===== src/rtl/common_pkg.sv =====
// Shared types for the memory stage: execute/memory bundles, memory op set,
// bus size encodings, FSM states and op-classification helpers.
package common;

  typedef enum logic [3:0] {
    OP_NONE, OP_LB, OP_LH, OP_LW, OP_LD, OP_LBU, OP_LHU, OP_LWU,
    OP_SB, OP_SH, OP_SW, OP_SD
  } mem_op_t;

  typedef struct packed {
    mem_op_t    mem_op;
    logic       regwrite;
    logic       csr_we;
  } ctl_t;

  typedef struct packed {
    logic [63:0] pc;
    ctl_t        ctl;
    logic [4:0]  dst;
    logic [63:0] result;
    logic [63:0] mem_addr;
    logic [11:0] csr_addr;
    logic [63:0] csr_result;
    logic        stall;
  } execute_data_t;

  typedef struct packed {
    logic [63:0] pc;
    ctl_t        ctl;
    logic [4:0]  dst;
    logic [63:0] result;
    logic [11:0] csr_addr;
    logic [63:0] csr_result;
    logic        misalign;
  } memory_data_t;

  localparam logic [2:0] MSIZE1 = 3'd0;
  localparam logic [2:0] MSIZE2 = 3'd1;
  localparam logic [2:0] MSIZE4 = 3'd2;
  localparam logic [2:0] MSIZE8 = 3'd3;

  typedef enum logic [1:0] {IDLE, REQ, WAIT} mem_state_t;

  function automatic logic is_load(input mem_op_t op);
    return op inside {OP_LB, OP_LH, OP_LW, OP_LD, OP_LBU, OP_LHU, OP_LWU};
  endfunction

  function automatic logic is_store(input mem_op_t op);
    return op inside {OP_SB, OP_SH, OP_SW, OP_SD};
  endfunction

  function automatic logic [2:0] op_size(input mem_op_t op);
    case (op)
      OP_LH, OP_LHU, OP_SH: return MSIZE2;
      OP_LW, OP_LWU, OP_SW: return MSIZE4;
      OP_LD, OP_SD:         return MSIZE8;
      default:              return MSIZE1;
    endcase
  endfunction

  function automatic logic misaligned(input mem_op_t op, input logic [2:0] a);
    case (op_size(op))
      MSIZE2:  return a[0];
      MSIZE4:  return a[1:0] != 2'b00;
      MSIZE8:  return a != 3'b000;
      default: return 1'b0;
    endcase
  endfunction

endpackage


===== src/rtl/memory_access_lane.sv =====
// Byte-lane steering for the memory stage: store strobe/data shifting and
// load extraction with sign or zero extension. Purely combinational.
module mem_lane
  import common::*;
#(
  parameter int DATA_W = 64
) (
  input  mem_op_t           op,
  input  logic [2:0]        offset,
  input  logic [DATA_W-1:0] store_val,
  input  logic [DATA_W-1:0] load_word,
  output logic [2:0]        size,
  output logic [7:0]        strobe,
  output logic [DATA_W-1:0] store_data,
  output logic [DATA_W-1:0] load_val
);

  logic [DATA_W-1:0]        shifted;
  logic signed [7:0]        byte_s;
  logic signed [15:0]       half_s;
  logic signed [31:0]       word_s;
  logic signed [DATA_W-1:0] ext_s;

  always_comb begin
    size       = op_size(op);
    strobe     = 8'h00;
    store_data = '0;
    if (is_store(op)) begin
      store_data = store_val << {offset, 3'b000};
      case (size)
        MSIZE1:  strobe = 8'h01 << offset;
        MSIZE2:  strobe = 8'h03 << offset;
        MSIZE4:  strobe = 8'h0F << offset;
        default: strobe = 8'hFF;
      endcase
    end
  end

  // Load path: bring the addressed byte to lane 0, then extend per op.
  always_comb begin
    shifted  = load_word >> {offset, 3'b000};
    byte_s   = shifted[7:0];
    half_s   = shifted[15:0];
    word_s   = shifted[31:0];
    ext_s    = '0;
    load_val = '0;
    case (op)
      OP_LB:   begin ext_s = byte_s; load_val = ext_s; end
      OP_LH:   begin ext_s = half_s; load_val = ext_s; end
      OP_LW:   begin ext_s = word_s; load_val = ext_s; end
      OP_LBU:  load_val = DATA_W'(shifted[7:0]);
      OP_LHU:  load_val = DATA_W'(shifted[15:0]);
      OP_LWU:  load_val = DATA_W'(shifted[31:0]);
      OP_LD:   load_val = shifted;
      default: load_val = '0;
    endcase
  end

endmodule


===== src/rtl/memory_access.sv =====
// Memory stage: issues data-bus requests for loads/stores, stalls upstream while
// a transaction is outstanding. MEM_MISALIGN_CHECK_EN enables misalign trapping.
module memory_access
  import common::*;
#(
  parameter int ADDR_W = 64,
  parameter int DATA_W = 64
) (
  input  logic              clk,
  input  logic              reset,
  input  execute_data_t     dataE,
  input  logic              valid_e,
  output logic              dreq_valid,
  output logic [ADDR_W-1:0] dreq_addr,
  output logic [2:0]        dreq_size,
  output logic [7:0]        dreq_strobe,
  output logic [DATA_W-1:0] dreq_data,
  input  logic              dresp_addr_ok,
  input  logic              dresp_data_ok,
  input  logic [DATA_W-1:0] dresp_data,
  output memory_data_t      dataM,
  output logic              valid_m,
  output logic              stall_m
);

  mem_state_t        state, state_nxt;
  memory_data_t      cap;
  logic [ADDR_W-1:0] cap_addr;
  logic [DATA_W-1:0] load_val;
  logic              live, mem_e, mis_e, accept_mem, done;

  assign live  = valid_e & ~dataE.stall;
  assign mem_e = is_load(dataE.ctl.mem_op) | is_store(dataE.ctl.mem_op);
`ifdef MEM_MISALIGN_CHECK_EN
  assign mis_e = mem_e & misaligned(dataE.ctl.mem_op, dataE.mem_addr[2:0]);
`else
  assign mis_e = 1'b0;
`endif
  assign accept_mem = (state == IDLE) & live & mem_e & ~mis_e;
  assign done = ((state == REQ) & dresp_addr_ok & dresp_data_ok) |
                ((state == WAIT) & dresp_data_ok);

  always_comb begin
    state_nxt = state;
    stall_m   = 1'b0;
    case (state)
      IDLE: begin
        if (accept_mem) begin
          state_nxt = REQ;
          stall_m   = 1'b1;
        end
      end
      REQ: begin
        stall_m = ~done;
        if (done)               state_nxt = IDLE;
        else if (dresp_addr_ok) state_nxt = WAIT;
      end
      WAIT: begin
        stall_m = ~done;
        if (done) state_nxt = IDLE;
      end
      default: state_nxt = IDLE;
    endcase
  end

  assign dreq_valid = (state == REQ);
  assign dreq_addr  = cap_addr;

  mem_lane #(.DATA_W(DATA_W)) u_lane (
    .op         (cap.ctl.mem_op),
    .offset     (cap_addr[2:0]),
    .store_val  (cap.result[DATA_W-1:0]),
    .load_word  (dresp_data),
    .size       (dreq_size),
    .strobe     (dreq_strobe),
    .store_data (dreq_data),
    .load_val   (load_val)
  );

  always_ff @(posedge clk) begin
    if (reset) state <= IDLE;
    else       state <= state_nxt;
  end

  // Request capture: held stable for the whole bus transaction.
  always_ff @(posedge clk) begin
    if (accept_mem) begin
      cap.pc         <= dataE.pc;
      cap.ctl        <= dataE.ctl;
      cap.dst        <= dataE.dst;
      cap.result     <= dataE.result;
      cap.csr_addr   <= dataE.csr_addr;
      cap.csr_result <= dataE.csr_result;
      cap.misalign   <= 1'b0;
      cap_addr       <= dataE.mem_addr[ADDR_W-1:0];
    end
  end

  // Writeback register stage.
  always_ff @(posedge clk) begin
    if (reset) begin
      valid_m <= 1'b0;
      dataM   <= '0;
    end else begin
      valid_m <= 1'b0;
      if (done) begin
        valid_m      <= 1'b1;
        dataM        <= cap;
        dataM.result <= is_load(cap.ctl.mem_op) ? 64'(load_val) : 64'd0;
      end else if ((state == IDLE) && live && (!mem_e || mis_e)) begin
        valid_m          <= 1'b1;
        dataM.pc         <= dataE.pc;
        dataM.ctl        <= dataE.ctl;
        dataM.dst        <= dataE.dst;
        dataM.result     <= mis_e ? 64'd0 : dataE.result;
        dataM.csr_addr   <= dataE.csr_addr;
        dataM.csr_result <= dataE.csr_result;
        dataM.misalign   <= mis_e;
      end
    end
  end

endmodule


===== config.mk =====
export PLATFORM = sky130hd
export DESIGN_NAME = memory_access
export DESIGN_NICKNAME = d
export VERILOG_FILES = /design/src/rtl/common_pkg.sv /design/src/rtl/memory_access_lane.sv /design/src/rtl/memory_access.sv
export SDC_FILE = /design/constraint.sdc
export NUM_CORES = 1
export LEC_CHECK = 0
export BUFFER_PORTS_ARGS = -buffer_cell sky130_fd_sc_hd__buf_2
export CAP_MARGIN = 25
export CORE_AREA = 3 3 277 279
export DETAILED_ROUTE_END_ITERATION = 10
export DIE_AREA = 0 0 280 282
export RECOVER_POWER = 25
export SLEW_MARGIN = 20
export SYNTH_ARGS = -nofsm -noshare
export SYNTH_HDL_FRONTEND = slang
export SYNTH_HIERARCHICAL = 1
export SYNTH_SLANG_ARGS = --single-unit

===== constraint.sdc =====
create_clock -name clk -period 33.4 [get_ports clk]
set_clock_uncertainty 0.1 [all_clocks]
set_input_delay 3.34 -clock clk [delete_from_list [all_inputs] [get_ports clk]]
set_output_delay 3.34 -clock clk [all_outputs]
set_load 0.01 [all_outputs]

==> run metrics, run 1 <==
status=complete, but fails checks; failing checks=capacitance limit, slew limit; DR pass1 iterations=6; Worst EP required=33750 ps; r2r startpoint=state[0]; DR WL/cell=23.74 µm; Critical Path Start Type=input port; top-area cell type share of the netlist area=0.3784; register area share after synthesis=0.5756; number of synthesized flops with an enable pin=279; Worst R2R Setup Slack=23880 ps; final setup vio count=0; Synth Cell Area=0.02214 mm²; worst reg2reg path endpoint=dataM[71]; # IOs=between 700 and 800; Vias/cell=between 5 and 6; post_cts resized=0; maximum VDD drop=0.04148 mV; Mapped Avg Cell Area=11.81 µm²; largest net degree at the start of global routing=roughly 140; post-route minimum period=11780 ps; R2R depth=8; GPL Wtd Cong=roughly 0.96; Antenna Violating Nets Remaining=0; critical path type=in -> reg; Synth top cells by count=nand2_1, edfxtp_1, mux2i_1; Least-Margin Pin Slew=9012 ps; routed wire length=83.93 mm; pre-CTS setup slack=25370 ps; Rows=100; cts bufs inserted=56; Max Root-Sink Buffers=3; Port Buffers=between 700 and 800; worst skew pair latency=630 ps; number of global-route vias before repair=around 18k; Max transition margin=-5.008; H-tree depth=2; number of DRC markers in iteration 0=1448; Finished Cell Area=0.02791 mm²; Die ar.=0.07896 mm²; Crit. End Element=flip-flop; Die H=282 µm; synth warn=6; Final period util=0.3526; hold path cells=2; Placed Area=between 0.02 and 0.03 mm²; non-filler cells, final=3536; total gr overflow=0; CTS tree=yes; starting density of the core=0.2974; synthesis-to-layout area growth=26.07%; most numerous cell in the Yosys netlist=nand2_1; fill count=7456; power per cell area=roughly 53 mW/mm²; cts hold-fix bufs=0; synth top area cells=edfxtp_1, dfxtp_1, mux2i_1, nand2_1, o21ai_1; final max-slew violation count=about 120; Tot Pwr=between 1 and 1.5 mW; Synth Instances=1875; Final HPWL DP=61.79 mm; CTS root buffer=clkbuf_16; top cell type by total area after synthesis=edfxtp_1; # nets final=2873; synthesized flop and latch total=roughly 500; CP endpoint=dataM[71]; Post-synth top flop=edfxtp_1; GRT Overall Usage=0.2019; Core Area=0.07445 mm²; Reg clk slew, reported paths=~60 ps; Max Cap Viol=1; placed cells=3423; asr flop ratio synth=0; Num Clock Sinks=497; global-route wire length before repair=119.4 mm; final hold vios=0; number of distinct library cells after synthesis=58; RSZ-0062 raised after global routing=false; Worst Setup SP=dataE[214]; Post-CTS Setup Inserts=0; initial antenna violation count=13; share of layout cells above drive strength 1=0.2922; Leak=12.03 nW; Die W=280 µm; Max Clk Rate=0.08490 GHz; Min-Delay Path Class=reg -> reg; worst setup margin=between 20000 and 25000 ps; CP arrival=12130 ps; setup_tns=0 ps; CP Max Fanout=117; # DRC=0; vias=17.92k; syn nets=2236
[state kept, by name (all words and copies together), names as in the netlist]
| signal | count |
|---|---|
| valid_m | 1 |
| dreq_addr | 64 |
| cap | 215 |
| state | 2 |
| dataM | 215 |
[critical path: stages]
cell and delay [ps]:
clkbuf_1 150, and2_0 270, o21bai_4 130, clkbuf_1 6240, buf_4 1460, mux2i_1 270, o21ai_1 70
[report_power, final]
| group | total [mW] | switching [mW] | internal [mW] |
|---|---|---|---|
| Sequential | 0.692 | 0.0151 | 0.677 |
| Clock | 0.635 | 0.269 | 0.366 |
| Combinational | 0.164 | 0.101 | 0.0628 |
[worst min-delay path by stage]
stage	start	end	slack [ps]
5_1_grt	cap[209]	dataM[209]	360
3_5_place_dp	cap[189]	dataM[189]	340
4_1_cts	cap[209]	dataM[209]	320
2_1_floorplan	cap[10]	dataM[10]	320
6_report	cap[209]	dataM[209]	310
3_3_place_gp	cap[47]	dataM[47]	330
[metal layers]
layer | part of all wire | track usage | vias to the layer above
met3 | 0.096 | 0.06334 | 193
met5 | 0.00080 | 0 | -
li1 | - | - | 8190
met4 | 0.055 | 0.1061 | 12
met1 | 0.37 | 0.2305 | 8600
met2 | 0.48 | 0.3400 | 921
[metrics by stage]
stage / hold WS, ps / utilization
detailed placement: 336.1 / 0.3517
finish: 312.4 / 0.3749
global route: 356.3 / 0.3747
floorplan: 323.8 / -
CTS: 317.9 / 0.3775
global placement: 326.4 / 0.3517
[cell type report]
class                   count  area, µm²  area share
diodes                      7      17.52   0.0006276
inverters                  12      45.04    0.001614
repair buffers            729       3543      0.1270
clock buffers              75       1574     0.05639
flip-flops and latches    497      12740      0.4565
well taps                 969       1212     0.04344
clock inverters            31      344.1     0.01233
multi-input cells        1216       8432      0.3021
[logic make-up (layout without fill, tap and decap cells)]
family,after synthesis,count (layout),share of synthesized area
adder cells (fa/ha/maj),12,12,0.006782
flip-flops,497,497,0.5756
AND/OR/NAND/NOR,459,459,0.09009
other,2,9,0.0003392
multiplexers,307,307,0.1637
AO/OA/AOI/OAI,436,436,0.1182
buffers and inverters,162,847,0.04533
[cell usage in the layout, fill, tap and decap left out, types with 3 or more instances in the layout]
cell        instances
a211oi_1           21
a21o_1              3
a21oi_1            44
a22oi_1            11
a32oi_1            64
and2_1             12
buf_2             553
buf_4              22
bufinv_16           4
clkbuf_1          162
clkbuf_16          57
clkbuf_8            8
clkinv_2           13
clkinvlp_4          3
dfxtp_1           218
diode_2             7
edfxtp_1          279
ha_1               12
inv_1              12
inv_6               3
mux2_2             16
mux2i_1           248
mux4_2             42
nand2_1           290
nand2b_1            8
nand3_1             3
nor2_1             83
nor2b_1            22
nor3_1              6
nor3_2              3
nor3b_1            13
o21ai_0            61
o21ai_1           211
(Power assumes the default switching activity.)
==> run 2: changes to the inputs <==
--- a/config.mk
+++ b/config.mk
@@ -7,9 +7,9 @@
 export LEC_CHECK = 0
 export BUFFER_PORTS_ARGS = -buffer_cell sky130_fd_sc_hd__buf_2
 export CAP_MARGIN = 25
-export CORE_AREA = 3 3 277 279
+export CORE_AREA = 3 3 274 276
 export DETAILED_ROUTE_END_ITERATION = 10
-export DIE_AREA = 0 0 280 282
+export DIE_AREA = 0 0 277 279
 export RECOVER_POWER = 25
 export SLEW_MARGIN = 20
 export SYNTH_ARGS = -nofsm -noshare
==> constraint.sdc (replaced) <==
create_clock -name clk -period 10.7 [get_ports clk]
set_clock_uncertainty 0.1 [all_clocks]
set_input_delay 1.07 -clock clk [delete_from_list [all_inputs] [get_ports clk]]
set_output_delay 1.07 -clock clk [all_outputs]
set_load 0.01 [all_outputs]
==> run 2 against run 1 <==
Effect of this change: the run now ends clean; worst hold slack improved by 32 ps; non-clock buffer count decreased by 1; sequential power increased to 3.1 times the previous value; core utilization increased by 0.74 points; sequential share of layout area increased by 0.11 points; die area decreased by 2.1%; flip-flop and latch count unchanged; register-to-register slack got worse by 17000 ps; wire length increased by 3.5%; critical path type is now reg -> out.
==> run metrics, run 2 (synthesis gave the netlist of run 1 again) <==
status=complete, no violations; Die H=279 µm; cts hold-fix bufs=0; Port Buffers=704; # nets final=between 2k and 3k; number of global-route vias before repair=~19k; Final HPWL DP=65.06 mm; hold path cells=2; most frequent cells in the layout=buf_2, nand2_1, edfxtp_1; Least-Margin Pin Slew=1154 ps; Final period util=0.4624; Die W=approximately 280 µm; Max Root-Sink Buffers=3; routed wire length=86.83 mm; Reg clk slew, reported paths=70 ps; Num Clock Sinks=497; CP arrival=~3800 ps; power per cell area=165.0 mW/mm²; final hold vios=0; Vias/cell=about 5.2; CTS root buffer=clkbuf_16; Max Cap Viol=0; Core Area=0.07283 mm²; critical path type=reg -> out; post_cts resized=0; DR WL/cell=about 25 µm; setup_tns=0 ps; post-route minimum period=4948 ps; Worst EP required=roughly 9500 ps; Hold Slack=344.9 ps; GPL Wtd Cong=roughly 1.0; critical hold path startpoint=cap[56]; final setup vio count=0; maximum VDD drop=0.1240 mV; global-route wire length before repair=126.0 mm; DR pass1 iterations=6; synthesis-to-layout area growth=25.77%; H-tree depth=2; Rows=99; share of layout cells above drive strength 1=0.2839; # DRC=0; # IOs=707; Max transition margin=0.2309; commonest non-fill, non-tap cell in the layout=buf_2; cts bufs inserted=between 50 and 60; total gr overflow=0; Critical Path Start Type=flip-flop; Post-CTS Setup Inserts=0; CP Max Fanout=between 60 and 70; Antenna Violating Nets Remaining=0; initial antenna violation count=9; worst skew pair latency=about 600 ps; R2R depth=8; Max Clk Rate=0.2021 GHz; Leak=11.96 nW; largest net degree at the start of global routing=165; GRT Overall Usage=0.2141; Min-Delay Path Class=reg -> reg; CTS tree=yes; Crit. End Element=output port; r2r startpoint=dreq_addr[1]; Die ar.=0.07728 mm²; RSZ-0062 raised after global routing=false; final max-slew violation count=0; starting density of the core=0.3040; Worst Setup SP=dreq_addr[1]; vias=between 15k and 20k; number of DRC markers in iteration 0=1649
[run 2: metal layers]
metal,GRT usage,vias up,part of all wire,routed length [µm]
li1,-,8182,-,-
met1,0.2431,8950,0.36,31140
met2,0.3677,1080,0.48,41890
met3,0.06396,216,0.10,8802
met4,0.1059,4,0.057,4974
met5,0,-,0.00024,21
[run 2: worst max-delay path, stage by stage (launching register included)]
cell and delay [ps]:
edfxtp_1 330, buf_4 480, buf_4 850, mux2_2 340, nor2_1 40, a21oi_1 400
nor3b_1 450, buf_2 220
[run 2: worst paths after layout]
check                   to  slack, ps
min              dataM[56]        340
min reg2reg      dataM[56]        340
max reg2reg      dataM[89]       6950
max          dreq_data[25]       5750
[run 2: area by class of cell]
class,instances,area [µm²]
inverter,12,45.04
multi-input combinational,1216,8446
timing repair buffer,728,3551
tap,959,1200
fill,7310,44990
sequential,497,12740
clock buffer,76,1556
clock inverter,28,294.0
antenna,4,10.01
[run 2: per-stage QoR]
step | total power [mW] | instance area [µm²] | utilization | instances | worst slack, ps
3_3_place_gp | 2.706 | 26160 | 0.3592 | 3410 | 6479
2_1_floorplan | 2.468 | 22150 | - | 1875 | 1439
5_1_grt | 4.759 | 27830 | 0.3822 | 3516 | 5654
4_1_cts | 4.643 | 28010 | 0.3846 | 3514 | 5761
6_report | 4.595 | 27840 | 0.3823 | 3520 | 5752
3_5_place_dp | 2.718 | 26160 | 0.3592 | 3410 | 6449
[run 2: report_power, final]
part	switching [mW]	internal, mW	leakage [nW]
Sequential	0.0483	2.11	4.34
Clock	0.818	1.10	0.902
Combinational	0.329	0.185	6.71
Total	1.20	3.40	12.0
